File: src/rtl/decode_stage.sv
// decode_stage: RV32 instruction decode with a 2-entry skid buffer of
// decoded bundles. Decode is combinational on the incoming word; the result
// is captured when the input handshake completes. All outputs come straight
// from registers.
module decode_stage #(
    parameter int XLEN          = 32,
    parameter int ILLEGAL_CNT_W = 16
) (
    input  logic                     clk,
    input  logic                     rst,
    input  logic                     flush,
    input  logic                     in_valid,
    output logic                     in_ready,
    input  logic [31:0]              instruction,
    input  logic [XLEN-1:0]          pc,
    output logic                     out_valid,
    input  logic                     out_ready,
    output logic [XLEN-1:0]          out_pc,
    output logic [6:0]               opcode,
    output logic [2:0]               funct3,
    output logic [6:0]               funct7,
    output logic [4:0]               rs1,
    output logic [4:0]               rs2,
    output logic [4:0]               rd,
    output logic [XLEN-1:0]          imm,
    output logic [2:0]               imm_type,
    output logic                     illegal,
    output logic [ILLEGAL_CNT_W-1:0] illegal_count
);

    localparam logic [2:0] IMM_NONE = 3'd0;
    localparam logic [2:0] IMM_I    = 3'd1;
    localparam logic [2:0] IMM_S    = 3'd2;
    localparam logic [2:0] IMM_B    = 3'd3;
    localparam logic [2:0] IMM_U    = 3'd4;
    localparam logic [2:0] IMM_J    = 3'd5;

    typedef struct packed {
        logic [XLEN-1:0] pc;
        logic [6:0]      opcode;
        logic [2:0]      funct3;
        logic [6:0]      funct7;
        logic [4:0]      rs1;
        logic [4:0]      rs2;
        logic [4:0]      rd;
        logic [XLEN-1:0] imm;
        logic [2:0]      imm_type;
        logic            illegal;
    } bundle_t;

    // Builds a full decoded bundle; raw fields are always passed through,
    // unknown encodings get a zero immediate and the illegal flag.
    function automatic bundle_t decode_inst(input logic [31:0] inst, input logic [XLEN-1:0] addr);
        bundle_t     b;
        logic [31:0] imm32;
        b.pc       = addr;
        b.opcode   = inst[6:0];
        b.funct3   = inst[14:12];
        b.funct7   = inst[31:25];
        b.rs1      = inst[19:15];
        b.rs2      = inst[24:20];
        b.rd       = inst[11:7];
        b.imm_type = IMM_NONE;
        b.illegal  = 1'b0;
        imm32      = 32'd0;
        if (inst[1:0] != 2'b11) begin
            b.illegal = 1'b1;
        end else begin
            case (inst[6:0])
                7'b0000011, 7'b0010011, 7'b1100111: begin
                    imm32      = {{20{inst[31]}}, inst[31:20]};
                    b.imm_type = IMM_I;
                end
                7'b0100011: begin
                    imm32      = {{20{inst[31]}}, inst[31:25], inst[11:7]};
                    b.imm_type = IMM_S;
                end
                7'b1100011: begin
                    imm32      = {{19{inst[31]}}, inst[31], inst[7], inst[30:25], inst[11:8], 1'b0};
                    b.imm_type = IMM_B;
                end
                7'b0110111, 7'b0010111: begin
                    imm32      = {inst[31:12], 12'd0};
                    b.imm_type = IMM_U;
                end
                7'b1101111: begin
                    imm32      = {{11{inst[31]}}, inst[31], inst[19:12], inst[20], inst[30:21], 1'b0};
                    b.imm_type = IMM_J;
                end
                7'b0110011, 7'b0001111, 7'b1110011: begin
                    imm32      = 32'd0;
                    b.imm_type = IMM_NONE;
                end
                default: begin
                    imm32      = 32'd0;
                    b.imm_type = IMM_NONE;
                    b.illegal  = 1'b1;
                end
            endcase
        end
        // Every 32-bit immediate above is already sign-correct; widen by
        // replicating bit 31 for 64-bit datapaths.
        b.imm = XLEN'($signed(imm32));
        return b;
    endfunction

    bundle_t                  decoded_s;
    bundle_t                  head_r;
    bundle_t                  skid_r;
    bundle_t                  head_n_s;
    bundle_t                  skid_n_s;
    logic [1:0]               count_r;
    logic [1:0]               count_n_s;
    logic                     out_valid_r;
    logic                     in_ready_r;
    logic                     push_s;
    logic                     pop_s;
    logic [ILLEGAL_CNT_W-1:0] illegal_count_r;
    logic [ILLEGAL_CNT_W-1:0] illegal_count_n_s;

    assign decoded_s = decode_inst(instruction, pc);
    assign push_s    = in_valid & in_ready_r;
    assign pop_s     = out_valid_r & out_ready;

    // Buffer occupancy and entry movement for the next cycle.
    always_comb begin
        count_n_s = count_r;
        head_n_s  = head_r;
        skid_n_s  = skid_r;
        if (flush) begin
            count_n_s = 2'd0;
        end else begin
            case (count_r)
                2'd0: begin
                    if (push_s) begin
                        head_n_s  = decoded_s;
                        count_n_s = 2'd1;
                    end else begin
                        count_n_s = 2'd0;
                    end
                end
                2'd1: begin
                    if (push_s && pop_s) begin
                        head_n_s  = decoded_s;
                        count_n_s = 2'd1;
                    end else if (push_s) begin
                        skid_n_s  = decoded_s;
                        count_n_s = 2'd2;
                    end else if (pop_s) begin
                        count_n_s = 2'd0;
                    end else begin
                        count_n_s = 2'd1;
                    end
                end
                2'd2: begin
                    // in_ready is low here, so only a pop can happen.
                    if (pop_s) begin
                        head_n_s  = skid_r;
                        count_n_s = 2'd1;
                    end else begin
                        count_n_s = 2'd2;
                    end
                end
                default: begin
                    count_n_s = 2'd0;
                end
            endcase
        end
    end

    // Saturating count of illegal bundles handed to the consumer.
    always_comb begin
        illegal_count_n_s = illegal_count_r;
        if (pop_s && head_r.illegal && (illegal_count_r != {ILLEGAL_CNT_W{1'b1}})) begin
            illegal_count_n_s = illegal_count_r + ILLEGAL_CNT_W'(1'b1);
        end else begin
            illegal_count_n_s = illegal_count_r;
        end
    end

    // State registers; ready/valid are registered from the next occupancy.
    always_ff @(posedge clk) begin
        if (rst) begin
            count_r         <= 2'd0;
            out_valid_r     <= 1'b0;
            in_ready_r      <= 1'b1;
            head_r          <= '0;
            skid_r          <= '0;
            illegal_count_r <= '0;
        end else begin
            count_r         <= count_n_s;
            out_valid_r     <= (count_n_s != 2'd0);
            in_ready_r      <= (count_n_s != 2'd2);
            head_r          <= head_n_s;
            skid_r          <= skid_n_s;
            illegal_count_r <= illegal_count_n_s;
        end
    end

    assign in_ready      = in_ready_r;
    assign out_valid     = out_valid_r;
    assign out_pc        = head_r.pc;
    assign opcode        = head_r.opcode;
    assign funct3        = head_r.funct3;
    assign funct7        = head_r.funct7;
    assign rs1           = head_r.rs1;
    assign rs2           = head_r.rs2;
    assign rd            = head_r.rd;
    assign imm           = head_r.imm;
    assign imm_type      = head_r.imm_type;
    assign illegal       = head_r.illegal;
    assign illegal_count = illegal_count_r;

endmodule

File: config.mk
export PLATFORM = sky130hd
export DESIGN_NAME = decode_stage
export DESIGN_NICKNAME = d
export VERILOG_FILES = /design/src/rtl/decode_stage.sv
export SDC_FILE = /design/constraint.sdc
export NUM_CORES = 1
export LEC_CHECK = 0
export ABC_AREA = 1
export BUFFER_PORTS_ARGS = -buffer_cell sky130_fd_sc_hd__buf_2
export CAP_MARGIN = 15
export CORE_MARGIN = 2
export CORE_UTILIZATION = 50
export DETAILED_ROUTE_END_ITERATION = 8
export HOLD_SLACK_MARGIN = 0.15
export PLACE_DENSITY = 0.79
export SETUP_SLACK_MARGIN = 0.3
export SLEW_MARGIN = 40
export SYNTH_ARGS = -nofsm -noshare
export SYNTH_HDL_FRONTEND = slang
export SYNTH_SLANG_ARGS = --single-unit
export TNS_END_PERCENT = 5
File: constraint.sdc
create_clock -name clk -period 1.44 [get_ports clk]
set_input_delay 0.288 -clock clk [delete_from_list [all_inputs] [get_ports clk]]
set_output_delay 0.288 -clock clk [all_outputs]
set_load 0.005 [all_outputs]
# ---- Yosys cells after proc, flatten, opt, wreduce, memory -nomap -nowiden
# Cells that the tools add are included.
dict set report totals {
  ramBits 0
  latchBits 0
  out_inout_bits 118
  memories 0
  inputBits 69
  register_bits 220
  mem_bits_ro 0
}
dict set report op_classes {
  order_cmp 0
  addsub 1
  n_eq_ne 19
  n_reduce_logical 11
  mul 0
  n_bitwise 4
  muxes 17
  div 0
  shifts 0
}
# op n
set ops {}
lappend ops {{2-to-1 mux 100 bit} 3}
lappend ops {{one-hot mux 100 bit (3 select lines)} 1}
lappend ops {{one-hot mux 32 bit (5 select lines)} 1}
lappend ops {{2-to-1 mux 32 bit} 1}
lappend ops {{equality test 7 bit (second input constant)} 4}
lappend ops {{equality test 7 x 6 -> 1 bit (second input constant)} 3}
lappend ops {{adder 16 x 1 -> 16 bit (second input constant)} 1}
lappend ops {{!= test 16 bit (second input constant)} 1}
lappend ops {{one-hot mux 3 bit (5 select lines)} 1}
lappend ops {{equality test 7 x 5 -> 1 bit (second input constant)} 2}
lappend ops {{OR reduction 11 bit} 1}
lappend ops {{!= test 2 bit (second input constant)} 5}
lappend ops {{2-to-1 mux 2 bit} 4}
lappend ops {{equality test 7 x 2 -> 1 bit (second input constant)} 1}
lappend ops {{equality test 7 x 4 -> 1 bit (second input constant)} 1}
lappend ops {{one-hot mux 2 bit (3 select lines)} 1}
lappend ops {{AND reduction 5 bit} 1}
lappend ops {{2-to-1 mux 1 bit} 4}
lappend ops {{AND reduction 4 bit} 1}
lappend ops {{logical AND 1 bit} 3}
lappend ops {{2-to-1 mux 3 bit} 1}
lappend ops {{nonzero test 3 bit} 1}
lappend ops {{OR reduction 3 bit} 1}
lappend ops {{AND 1 bit} 2}
lappend ops {{6 further kinds} 7}

# ---- Logic depth before layout (Yosys ltp)
dict set report logic_depth {
  depth_word 7
  mapped_depth 11
  mapped_depth_nobuf 10
}

# ---- Least setup slack after synthesis
# OpenSTA, ideal clock, no wires.
dict set report synth_path {
  path_type {register -> register}
  from {reg illegal_count_r[0], in the netlist illegal_count[0]}
  to {reg illegal_count_r[6], in the netlist illegal_count[6]}
  path_buffers 1
  t_arrival_ns 1.461
  slack_ns -0.153
  stages_incl_launch_ff 10
  synth_period_minus_slack_ns 1.593
  setup_ns 0.132
  cell_sequence {dfxtp_1 > ha_1 > nand3_1 > nor2_1 > nand3_1 > nand2_2 > inv_1 > buf_2 > nand2_1 > a21oi_1}
}
dict set report synth_via {
  elab_chain_cells 2
  elab_cells_between_ends 3
  classes_between {add/sub: 1; eq/ne: 1; reduce/logical: 1}
}
# element line
set synth_lines {}
lappend synth_lines {{from (decl)} 118} ;# logic [ILLEGAL_CNT_W-1:0] illegal_count_r;
lappend synth_lines {{from (signal assigned)} 196} ;# illegal_count_r <= illegal_count_n_s;
lappend synth_lines {{branches (longest 2 deep; another with adder 16 x 1 -> 16 bit)} -}
# Parallel ways; which one is timed is not known.
# A chain may end at the register's enable or synchronous reset.

# ---- Final worst setup path
dict set report layout_path {
  from {reg in_ready_r, in the netlist in_ready}
  to {reg skid_r[0] (netlist bit)}
}
dict set report layout_via {
  elab_chain_cells 4
}
# element line
set layout_lines {}
lappend layout_lines {{from (decl)} 115} ;# logic in_ready_r;
lappend layout_lines {{from (signal assigned)} 193} ;# in_ready_r <= (count_n_s != 2'd2);
lappend layout_lines {{AND 1 bit *} 122} ;# assign push_s = in_valid & in_ready_r;
lappend layout_lines {{logical AND 1 bit} 143} ;# if (push_s && pop_s) begin
lappend layout_lines {{NOT 1 bit (no source line)} -}
lappend layout_lines {{AND reduction 4 bit (no source line) *} -}
lappend layout_lines {{to (signal assigned)} 195} ;# skid_r <= skid_n_s;
lappend layout_lines {{to (decl)} 109} ;# bundle_t skid_r;
# Every way passes the cells marked *; elsewhere a longest branch is shown, timed or not.

==> results.py <==
metrics = {
    "placed_design": {
        "place_area_um2": 11300,
        "port-buffer-count": 186,
        "gp_congestion": 0.915,
        "dp_hpwl_um": 18300,
    },
    "clocking": {
        "cts_tree": "built",
        "htree_levels": 1,
        "cts_buffers": 25,
        "cts-root-buf": "clkbuf_16",
        "cts_buffer_depth": 3,
        "insertion_delay_ns": 0.52,
        "path_clk_slew_ns": 0.06,
        "cts_sinks": 220,
    },
    "critical_path": {
        "crit_chain": "nand2_2, inv_2, ha_4, nor2_4, buf_6, nand3_4, inv_8, buf_6, buf_16, o21ai_2, a21oi_2",
        "r2r_end": "skid_r[0]",
        "crit_type": "reg2reg",
        "worst-path-stages": 11,
        "cp_num_buf_inv": 5,
        "critPathTopFamily": "buffers and inverters",
        "rrSetupSlack_ns": -0.25,
        "cp.arrival_ns": 2.14,
        "reg2regPathDepth": 11,
        "slowest_stage": "dfxtp_2",
        "critPathMaxStageDelay_ns": 0.32,
        "critPathCaptureType": "flip-flop",
        "startpoint_type": "flip-flop",
        "cp.required_ns": 1.89,
        "path_max_fanout": 7,
        "r2r-start": "in_ready",
        "crit_end": "skid_r[0]",
        "crit_start": "in_ready",
        "cpMostUsedCell": "buf_6",
    },
    "global_routing": {
        "grt_max_degree": 48,
        "antenna_found_initial": 1,
        "grt_use_total_pct": 29.7,
        "grt_pass1_vias": 9880,
        "grt_remaining_overflow": 0,
        "grt_pass1_wl_um": 48900,
    },
    "drt": {
        "drtPass1Iterations": 5,
        "drtIter0Drc": 638,
        "vias": 10400,
        "ant_nets": 0,
        "wirelength_um": 31400,
        "drc": 0,
        "routedWlPerCell_um": 16.5,
        "viasPerCell": 5.48,
    },
    "layout": {
        "stdcell_area_um2": 13800,
        "syn_to_final_growth_pct": 44.4,
        "nets": 1720,
        "drive_gt1_share_pct": 30.5,
        "utilization_pct": 73.6,
    },
    "outcome": {
        "status": "finished, violations left",
        "violations": "setup timing",
    },
    "synth": {
        "synth_edf_count": 0,
        "ys_seq_elements": 220,
        "synth_top_family_by_area": "compound AO/OA/AOI/OAI gates",
        "yosysTopAreaCellShare_pct": 46.0,
        "synth_most_common_cell": "o21ai_0",
        "yosys_most_used_dff": "dfxtp_1",
        "synth_mux_area_share_pct": 0,
        "synth_nets": 1444,
        "synthTopCellsByArea": "dfxtp_1 (46%), o21ai_0 (13%), a21oi_1 (9.2%), nor2_1 (8.8%), nand2_1 (8.4%)",
        "netlist_area_um2": 9570,
        "ys_warn_count": 0,
        "synth_compound_area_share_pct": 22.4,
        "yosys.area_share.simple_pct": 21.3,
        "synth-xor-area-share_pct": 1.01,
        "syn_area_per_cell_um2": 6.98,
        "syn_inst": 1372,
        "synth_largest_area_cell": "dfxtp_1",
        "ys_seq_area_share_pct": 46.0,
        "synth.distinct_cells": 29,
        "synth_common_cells": "o21ai_0 (241), nor2_1 (225), dfxtp_1 (220), nand2_1 (215), a21oi_1 (175)",
        "synthArstFlopShare_pct": 0,
        "synth_adder_area_share_pct": 0.392,
    },
    "floorplan": {
        "start_util_pct": 51.0,
        "die_x_um": 142,
        "num_io_pins": 187,
        "die_h_um": 142,
        "core-area_um2": 18800,
        "rows": 50,
        "die_area_um2": 20300,
    },
    "timing": {
        "maxSlewHeadroom_pct": 75.6,
        "tightest_slew_ns": 0.363,
        "rsz0062_at_grt": "true",
        "finalSetupViolations": 203,
        "timing.final.crit_share_pct": 117,
        "final.min_clock_period_ns": 1.69,
        "hold_viol": 0,
        "fmaxAchievable_ghz": 0.591,
        "fin_skew_ns": 0.0114,
        "setup_ws_ns": -0.251,
        "finalMaxSlewViolations": 0,
    },
    "power_and_ir_drop": {
        "p_per_area_nw_per_um2": 1100,
        "leakage_nw": 6.16,
        "p_total_w": 0.0152,
        "peakVddDrop_mv": 0.997,
    },
    "run": {
        "max_cap_violations": 0,
    },
    "worst_hold_path": {
        "hp-class": "in2reg",
    },
}
flip-flops by register name, summed over array words and instances, names as in the netlist:
register	count
rd	5
count_r	2
skid_r	100
out_pc	32
illegal	1
imm_type	3
funct3	3
rs1	5
illegal_count	16
rs2	5
funct7	7
opcode	7
in_ready	1
out_valid	1
imm	32
metal layers:
metal	track usage, %	up-vias	routed length, µm
met5	0	-	0
met4	11.6	0	1080
met3	5.69	74	2410
met2	51.8	465	15400
met1	36.2	4869	12500
li1	-	5018	-
where the power goes:
group / total (W) / internal [W] / switching (W)
clock: 0.00667 / 0.00412 / 0.00255
sequential: 0.00653 / 0.00636 / 0.000164
combinational: 0.00204 / 0.000937 / 0.00110
how the worst min path moves through the flow:
stage | from | endpoint | cells after the start
after detailed placement | skid_r[66] | skid_r[66] | 2
after floorplan | skid_r[36] | skid_r[36] | 2
after global placement | skid_r[47] | skid_r[47] | 2
after CTS | instruction[31] | skid_r[57] | 3
after global routing | instruction[31] | skid_r[57] | 3
final | instruction[31] | skid_r[57] | 3
tightest hold or removal path: cells and delay by family:
family / cells / cell delay (ns)
buffers and inverters: 2 / 0.28
AOI/OAI and AO/OA: 1 / 0.07
through the flow:
step	setup slack, ns	hold slack, ns	TNS, ns	std cells
after floorplan	-0.0105	0.425	-0.560	1372
after global placement	-0.299	0.432	-39.83	1783
after detailed placement	-0.355	0.436	-49.31	1783
after CTS	-0.204	0.154	-23.70	1897
after global routing	-0.327	0.173	-49.40	1900
final	-0.251	0.177	-33.87	1901
timing repair:
item                                    in CTS  in global routing
endpoints found under the setup margin     338                338
setup buffers                                5                  2
gates resized for setup                    192                 98
endpoints found under the hold margin       62                  0
hold buffers                                57                  0
pin swaps                                   35                 33
cloned                                       8                  0
final cells by class:
class / count / area, µm²
Antenna cell: 2 / 5.00
Tap cell: 234 / 293
Clock buffer: 34 / 741
Timing Repair Buffer: 341 / 2860
Inverter: 113 / 452
Multi-Input combinational cell: 947 / 4890
Sequential cell: 220 / 4450
Clock inverter: 10 / 130
Fill cell: 1327 / 4950
logic make-up after synthesis:
| kind of cell | after synthesis |
|---|---|
| buf+inv | 205 |
| xor+xnor | 11 |
| compound gates | 428 |
| fa+ha+maj | 3 |
| flops | 220 |
| simple gates | 505 |
placed cells by master, fill, tap and decap left out, drive strengths merged, types with 7 or more instances in the layout:
cell         instances
clkbuf              34
o21ai              250
dlygate4sd3         57
inv                112
nor2               230
nand2              225
dfxtp              220
buf                281
nand3               39
xor2                 7
a21oi              175
(Power assumes the default switching activity.)
